### src/rtl/seg_defs.sv
// Shared seven-segment constants: active-low hex glyphs (g..a), blank glyph,
// and the default stability length for the scan decoder.
package seg_defs;

  localparam logic [6:0] SEG_BLANK = 7'h7F;

  localparam int unsigned STABLE_DEFAULT = 3;

  // Index n holds the active-low glyph for hex digit n (bit6=g .. bit0=a).
  localparam logic [15:0][6:0] SEG_PAT = {
    7'h0E, 7'h06, 7'h21, 7'h46, 7'h03, 7'h08, 7'h10, 7'h00,
    7'h78, 7'h02, 7'h12, 7'h19, 7'h30, 7'h24, 7'h79, 7'h40
  };

endpackage

### src/rtl/seg_pattern_decode.sv
// Combinational glyph decoder: maps an active-low segment pattern to its hex
// nibble and flags legal hex glyphs and the blank glyph.
module seg_pattern_decode
  import seg_defs::*;
(
  input  logic [6:0] seg,
  output logic [3:0] nibble,
  output logic       legal,
  output logic       blank
);

  always_comb begin
    nibble = '0;
    legal  = 1'b0;
    for (int unsigned i = 0; i < 16; i++) begin
      if (seg == SEG_PAT[i]) begin
        nibble = 4'(i);
        legal  = 1'b1;
      end
    end
    blank = (seg == SEG_BLANK);
  end

endmodule

### src/rtl/seg_scan_decoder.sv
// Recovers hex digits from a multiplexed active-low seven-segment scan bus.
// Optional saturating error counter output err_cnt enabled by SEG_ERR_CNT_EN.
module seg_scan_decoder
  import seg_defs::*;
#(
  parameter int unsigned NDIG   = 4,
  parameter int unsigned STABLE = STABLE_DEFAULT
) (
  input  logic              clk,
  input  logic              rst,
  input  logic [NDIG-1:0]   an,
  input  logic [6:0]        seg,
  output logic [4*NDIG-1:0] value,
  output logic [NDIG-1:0]   digit_ok,
  output logic              upd,
  output logic [2:0]        upd_idx,
  output logic              err,
  output logic              frame
`ifdef SEG_ERR_CNT_EN
  ,
  output logic [7:0]        err_cnt
`endif
);

  logic [NDIG-1:0]   an_q, prev_an_q;
  logic [6:0]        seg_q, prev_seg_q;
  logic [3:0]        cnt_q, cnt_d;
  logic [4*NDIG-1:0] value_q, value_d;
  logic [NDIG-1:0]   ok_q, ok_d;
  logic [NDIG-1:0]   seen_q, seen_d, seen_tmp;
  logic              upd_q, upd_d;
  logic [2:0]        idx_q, idx_d;
  logic              err_q, err_d;
  logic              frame_q, frame_d;

  logic [3:0]        n_low;
  logic [2:0]        sel_idx;
  logic              valid, same, commit;
  logic [3:0]        nibble;
  logic              legal, blank;

  seg_pattern_decode u_dec (
    .seg    (seg_q),
    .nibble (nibble),
    .legal  (legal),
    .blank  (blank)
  );

  always_comb begin
    n_low   = '0;
    sel_idx = '0;
    for (int unsigned i = 0; i < NDIG; i++) begin
      n_low = n_low + {3'b000, ~an_q[i]};
      if (!an_q[i]) sel_idx = 3'(i);
    end
    valid = (n_low == 4'd1);
    same  = (an_q == prev_an_q) && (seg_q == prev_seg_q);

    if (!valid)
      cnt_d = '0;
    else if (same && (cnt_q != '0))
      cnt_d = (cnt_q == 4'(STABLE)) ? cnt_q : cnt_q + 4'd1;
    else
      cnt_d = 4'd1;

    // Commit only on the transition into STABLE so a held pair fires once.
    commit = valid && (cnt_d == 4'(STABLE)) && (cnt_q != 4'(STABLE));
  end

  always_comb begin
    value_d  = value_q;
    ok_d     = ok_q;
    seen_d   = seen_q;
    seen_tmp = seen_q | ~an_q;
    upd_d    = commit;
    idx_d    = commit ? sel_idx : '0;
    err_d    = commit && !legal && !blank;
    frame_d  = 1'b0;
    if (commit) begin
      for (int unsigned i = 0; i < NDIG; i++) begin
        if (!an_q[i]) begin
          ok_d[i] = legal;
          if (legal) value_d[4*i +: 4] = nibble;
        end
      end
      if (seen_tmp == '1) begin
        frame_d = 1'b1;
        seen_d  = '0;
      end else begin
        seen_d  = seen_tmp;
      end
    end
  end

  always_ff @(posedge clk) begin
    if (rst) begin
      an_q       <= '0;
      seg_q      <= '0;
      prev_an_q  <= '0;
      prev_seg_q <= '0;
      cnt_q      <= '0;
      value_q    <= '0;
      ok_q       <= '0;
      seen_q     <= '0;
      upd_q      <= 1'b0;
      idx_q      <= '0;
      err_q      <= 1'b0;
      frame_q    <= 1'b0;
    end else begin
      an_q       <= an;
      seg_q      <= seg;
      prev_an_q  <= an_q;
      prev_seg_q <= seg_q;
      cnt_q      <= cnt_d;
      value_q    <= value_d;
      ok_q       <= ok_d;
      seen_q     <= seen_d;
      upd_q      <= upd_d;
      idx_q      <= idx_d;
      err_q      <= err_d;
      frame_q    <= frame_d;
    end
  end

  assign value    = value_q;
  assign digit_ok = ok_q;
  assign upd      = upd_q;
  assign upd_idx  = idx_q;
  assign err      = err_q;
  assign frame    = frame_q;

`ifdef SEG_ERR_CNT_EN
  logic [7:0] err_cnt_q;

  always_ff @(posedge clk) begin
    if (rst)
      err_cnt_q <= '0;
    else if (err_d && (err_cnt_q != 8'hFF))
      err_cnt_q <= err_cnt_q + 8'd1;
  end

  assign err_cnt = err_cnt_q;
`endif

endmodule
### config.mk
export PLATFORM = sky130hd
export DESIGN_NAME = seg_scan_decoder
export DESIGN_NICKNAME = d
export VERILOG_FILES = /design/src/rtl/seg_defs.sv /design/src/rtl/seg_pattern_decode.sv /design/src/rtl/seg_scan_decoder.sv
export SDC_FILE = /design/constraint.sdc
export NUM_CORES = 1
export LEC_CHECK = 0
export ABC_AREA = 1
export BUFFER_PORTS_ARGS = -buffer_cell sky130_fd_sc_hd__buf_4
export CORE_MARGIN = 3
export CORE_UTILIZATION = 50
export DETAILED_ROUTE_END_ITERATION = 8
export HOLD_SLACK_MARGIN = 0.15
export PLACE_DENSITY = 0.72
export SYNTH_ARGS = -nofsm -noshare
export SYNTH_HDL_FRONTEND = slang
export SYNTH_HIERARCHICAL = 1
export SYNTH_SLANG_ARGS = --single-unit
### constraint.sdc
create_clock -name clk -period 3.97 [get_ports clk]
set_input_delay 0.397 -clock clk [delete_from_list [all_inputs] [get_ports clk]]
set_output_delay 0.397 -clock clk [all_outputs]
set_load 0.01 [all_outputs]
; Word level (Yosys, flattened, before mapping)
; Index checks and enable logic that the tools add are counted.
[totals]
romBits = 0
ff_bits = 56
elab_cells = 112
latchBits = 0
memories = 0
ramBits = 0
[classes]
n_div = 0
add_sub_neg = 4
n_bitwise = 7
n_lt_le_gt_ge = 0
n_eq_ne = 23
muxes = 39
n_reduce_logical = 20
n_mul = 0
shift = 0
[op_table]
columns = operator, n
row1 = 2-to-1 mux 4 bit, 12
row2 = equality test 7 bit (second input constant), 5
row3 = equality test 7 x 5 -> 1 bit (second input constant), 3
row4 = equality test 7 x 6 -> 1 bit (second input constant), 3
row5 = 2-to-1 mux 1 bit, 19
row6 = equality test 7 x 2 -> 1 bit (second input constant), 2
row7 = equality test 7 x 4 -> 1 bit (second input constant), 2
row8 = 2-to-1 mux 3 bit, 4
row9 = AND reduction 3 bit, 4
row10 = equality test 4 x 2 -> 1 bit (second input constant), 2
row11 = 2-to-1 mux 2 bit, 4
row12 = AND reduction 2 bit, 4
row13 = equality test 7 x 3 -> 1 bit (second input constant), 1
row14 = equality test 7 bit, 1
row15 = logical NOT 7 bit, 1
row16 = logical AND 1 bit, 6
row17 = NOT 1 bit, 5
row18 = adder 3 x 1 -> 4 bit, 1
row19 = adder 4 x 1 -> 4 bit (second input constant), 1
row20 = equality test 4 x 1 -> 1 bit (second input constant), 1
row21 = equality test 4 bit, 1
row22 = equality test 4 bit (second input constant), 1
row23 = != test 4 x 2 -> 1 bit (second input constant), 1
row24 = NOT 4 bit, 1
row25 = 7 further kinds, 8

; Depth between registers and ports, before layout
[logic_depth]
depth_word = 20
mapped_depth = 15

; By module
; Netlist, hierarchy kept.
[modules_own_cells]
columns = module, area_each_um2, n_inst, cells_per_inst
row1 = seg_scan_decoder, 2452.4, 1, 339
row2 = seg_pattern_decode, 316.6, 1, 63

; Worst setup path after synthesis
; No wires, ideal clock.
[synth_timing]
path_kind = register to register
startpoint = register an_q[0]
endpoint = register seen_q[0]
path_slack_ns = 1.449
path_stages_with_launch = 15
n_path_buf = 0
arrival_time_ns = 2.399
path_cell_list = dfxtp_1 fa_1 inv_1 ha_1 ha_1 inv_1 nand2_1 nor2_2 nand2_1 nor2_2 nand4_4 nor2_8 nand2_1 o21ai_2 a21oi_1
[synth_via]
elab_chain_cells = 9
elab_cells_between_ends = 17
cone_classes = 3 x add/sub / 4 x eq/ne / 3 x mux / 3 x bitwise / 4 x reduce/logical
[synth_lines]
columns = element, line_no
row1 = from (decl), seg_scan_decoder.sv:25  ; logic [NDIG-1:0] an_q, prev_an_q;
row2 = from (signal assigned), seg_scan_decoder.sv:110  ; an_q <= an;
row3 = NOT 1 bit (no line), -
row4 = adder 1 x 1 -> 2 bit, seg_scan_decoder.sv:53  ; n_low = n_low + {3'b000, ~an_q[i]};
row5 = adder 2 x 1 -> 3 bit, seg_scan_decoder.sv:53
row6 = adder 3 x 1 -> 4 bit, seg_scan_decoder.sv:53
row7 = equality test 4 x 1 -> 1 bit, seg_scan_decoder.sv:56  ; valid = (n_low == 4'd1);
row8 = 2-to-1 mux 4 bit, seg_scan_decoder.sv:59  ; if (!valid)
row9 = equality test 4 x 2 -> 1 bit, seg_scan_decoder.sv:67  ; commit = valid && (cnt_d == 4'(STABLE)) && (cnt_q != 4'(STABLE));
row10 = logical AND 1 bit (2 in a row), seg_scan_decoder.sv:67
row11 = to (signal assigned), seg_scan_decoder.sv:117  ; seen_q <= seen_d;
row12 = to (decl), seg_scan_decoder.sv:30  ; logic [NDIG-1:0] seen_q, seen_d, seen_tmp;
; Parallel ways exist; a longest one is shown, timed or not.
; A chain may end at the register's enable or synchronous reset.

; Worst setup path after layout
[layout_timing]
startpoint = register an_q[0]
endpoint = register value_q[15], in the netlist value[15]
[layout_via]
elab_chain_cells = 10
elab_cells_between_ends = 14
cone_classes = 3 x add/sub / 3 x eq/ne / 2 x mux / 1 x bitwise / 5 x reduce/logical
[layout_lines]
columns = element, line_no
row1 = NOT 1 bit (no line), -
row2 = adder 1 x 1 -> 2 bit, seg_scan_decoder.sv:53
row3 = adder 2 x 1 -> 3 bit, seg_scan_decoder.sv:53
row4 = adder 3 x 1 -> 4 bit, seg_scan_decoder.sv:53
row5 = equality test 4 x 1 -> 1 bit, seg_scan_decoder.sv:56
row6 = 2-to-1 mux 4 bit, seg_scan_decoder.sv:59
row7 = equality test 4 x 2 -> 1 bit, seg_scan_decoder.sv:67
row8 = logical AND 1 bit * (2 in a row), seg_scan_decoder.sv:67
row9 = AND reduction 3 bit (no line) *, -
row10 = to (signal assigned), seg_scan_decoder.sv:115  ; value_q <= value_d;
row11 = to (decl), seg_scan_decoder.sv:28  ; logic [4*NDIG-1:0] value_q, value_d;
; Mark *: on every way between the ends. The rest lies on a longest branch, timed or not.

==> summary.txt <==
GRT
  – First-pass GRT wire length: 9930 µm
  – Largest net degree at the start of global routing: 33
  – Gr usage total: 19.4%
  – Vias in the first global route: 2220
  – Initial antenna violation count: 0
  – Total gr overflow: 0

Logic synthesis
  – Synth Instances: 402
  – Simple-gate portion of the synthesized area: 40.3%
  – Multiplexer share of the synthesized area: 0%
  – Largest family of logic cells by synthesized area: simple AND/OR/NAND/NOR gates
  – Compound-gate portion of the synthesized area: 4.16%
  – Yosys top cell area share: 39.8%
  – Count leader, synth: nand2_1
  – Ys Warns: 6
  – Cell area after synthesis: 2770 µm²
  – Top cells by count, synth: nand2_1 (104), nor2_1 (77), inv_1 (69), dfxtp_1 (55), nand3_1 (15)
  – Post-synth EDFFs: 0
  – Sequential fraction of the synthesis area: 39.8%
  – Cell taking the most area after synthesis: dfxtp_1
  – Post-synth cell types: 36
  – Register bit total from synthesis: 55
  – Post-Synth Adder-Cell Area: 2.53%
  – Synthesized area per cell: 6.89 µm²
  – Syn Nets: 420
  – Prevailing post-synth register cell: dfxtp_1
  – Ranking of synthesized cells by area: dfxtp_1 (40%), nand2_1 (14%), nor2_1 (10%)
  – Post-Synth XOR/XNOR Area: 1.27%
  – Ys async rst share: 0%

Timing
  – Clock skew: 0.00764 ns
  – Slew margin rel.: 54.3%
  – RSZ-0062 raised after global routing: no
  – Achievable Freq: 330 MHz
  – Hold Vio Cnt, Final: 0
  – Final Cycle Share: 76.3%
  – Max-slew violation count: 0
  – Final setup fails: 0
  – Worst slew pin tran: 0.683 ns
  – Setup TNS: 0 ns
  – Tmin final: 3.03 ns

Pwr
  – Leak Pwr: 0.00164 µW
  – PwrDens: 325 nW/µm²
  – Power Total: 1040 µW
  – VDD IR max: 0.000208 V

Setup path
  – FF-to-FF path depth: 13
  – Kind of critical path: flop to flop
  – CP startpoint kind: flop
  – Critical Path RT: 4.18 ns
  – CP arrival: 3.24 ns
  – Worst Setup End Kind: flop
  – Crit path max fanout: 11

Floorplanning
  – Core Box Area: 5240 µm²
  – Ports: 39
  – Initial core utilization: 52.9%
  – Horiz. Die Dim: 80.4 µm
  – Cell row count: 26
  – Die Ht: 80.4 µm
  – Area of the die: 6470 µm²

Worst hold path
  – Min-Delay Path Depth: 3
  – Hold WC Path Type: input pin to flop

Drt
  – Total number of vias: 2396
  – WL final: 5740 µm
  – DR iter-0 viols: 130
  – Drt first pass iters: 4
  – Routed len/inst: 11.3 µm
  – Via density: 4.70
  – Antenna Nets Post-Route: 0
  – Number of remaining DRC errors: 0

Clock tree
  – Num Clock Sinks: 55
  – H-tree depth: 2
  – Clock Path Buffers: 2
  – CTS tree: done
  – Root Driver: clkbuf_8
  – CTS Buf Count: 5
  – Setup bufs post-CTS: 0
  – Hold buffer count at CTS: 0
  – Clk slew on worst S/H paths: 0.09 ns
  – Clock Latency Late Sink: 0.31 ns
  – Post-cts sizing count: 0

Place
  – Placed wire-length estimate: 4280 µm
  – Routability cong.: 0.813
  – Number of port buffers: 37
  – Placed Instance Area: 3100 µm²

Layout
  – Final Util: 61.0%
  – NumNets Final: 457
  – ANT cells: 0
  – Share of cells above drive strength 1: 17.5%
  – Synth-to-layout area growth: 15.4%
  – Design area: 3200 µm²

Job
  – Max-cap viol count: 0

Outcome
  – Status: complete, no violations
==> sequential cells by signal (all words and copies together) (netlist names) <==
name,flops
upd_idx,2
cnt_q,4
an_q,4
digit_ok,4
seg_q,7
seen_q,4
frame,1
upd,1
prev_seg_q,7
value,16
prev_an_q,4
err,1
==> report_power, final <==
group	internal [µW]	leakage (µW)	switching [µW]
sequential	563	0.000448	12.9
clock	160	0.0000515	179
combinational	42.1	0.00114	82.5
==> worst max-delay path: stages (launching register included) <==
cell and delay [ns]:
dfxtp_1 0.35, fa_1 0.53, inv_1 0.04, ha_1 0.17
ha_1 0.26, inv_1 0.05, nand2_1 0.05, nor2_2 0.15
and2_4 0.17, nand4_1 0.55, nand4_4 0.41, nand2_1 0.08
nand2_1 0.07, nor2_1 0.05
==> final timing paths <==
path / from / end / slack [ns]
max: an_q[0] / value[15] / 0.94
min: an[1] / an_q[1] / 0.28
max reg2reg: an_q[0] / value[15] / 0.94
min reg2reg: seen_q[0] / seen_q[0] / 0.46
==> placed cells by master, fill, tap and decap left out <==
cell type,count
nand2_2,4
nand3_4,1
nand4_1,5
nand2_1,104
or2_1,2
nor3_1,4
nor2_1,77
clkbuf_1,1
nand3_2,2
a21oi_1,12
nand3b_1,2
xor2_1,2
o21ai_1,1
nand4_4,5
inv_2,7
and2_4,1
clkbuf_8,7
nand4_2,1
nor2_4,2
nor2_8,1
buf_4,37
o21ai_2,2
a21oi_2,1
nor2_2,6
a221oi_1,1
ha_1,4
dfxtp_1,55
nand3_1,15
o2111ai_1,1
fa_1,1
o22ai_1,1
xnor2_1,2
nor4_1,2
inv_1,69
conb_1,1
clkinv_1,1
==> per-stage QoR <==
| step | hold WS, ns | instances | setup WS (ns) |
|---|---|---|---|
| 2_1_floorplan | 0.426 | 402 | 1.45 |
| 3_3_place_gp | 0.434 | 502 | 0.987 |
| 3_5_place_dp | 0.445 | 502 | 0.926 |
| 4_1_cts | 0.270 | 510 | 0.902 |
| 5_1_grt | 0.279 | 510 | 0.633 |
| 6_report | 0.281 | 510 | 0.941 |
==> layout make-up <==
type	instances	area, µm²
Inverter	77	289
Sequential cell	55	1100
Clock buffer	8	100
Fill cell	504	2040
Multi-Input combinational cell	263	1340
Timing Repair Buffer	37	278
Tap cell	70	87.6
==> cell families (layout without fill, tap and decap cells) <==
kind of cell | after synthesis | count (layout)
compound gates | 19 | 19
xor+xnor | 4 | 4
fa+ha+maj | 5 | 5
buf+inv | 84 | 122
flops | 55 | 55
other cells | 1 | 1
simple gates | 234 | 234
==> metal layers <==
layer	track usage, %	vias up	wire (µm)
met4	5.91	0	73
li1	-	1279	-
met3	3.92	7	213
met2	32.5	38	2670
met1	25.1	1072	2780
met5	0	-	0
No activity file was read; power rests on OpenSTA's default activity.
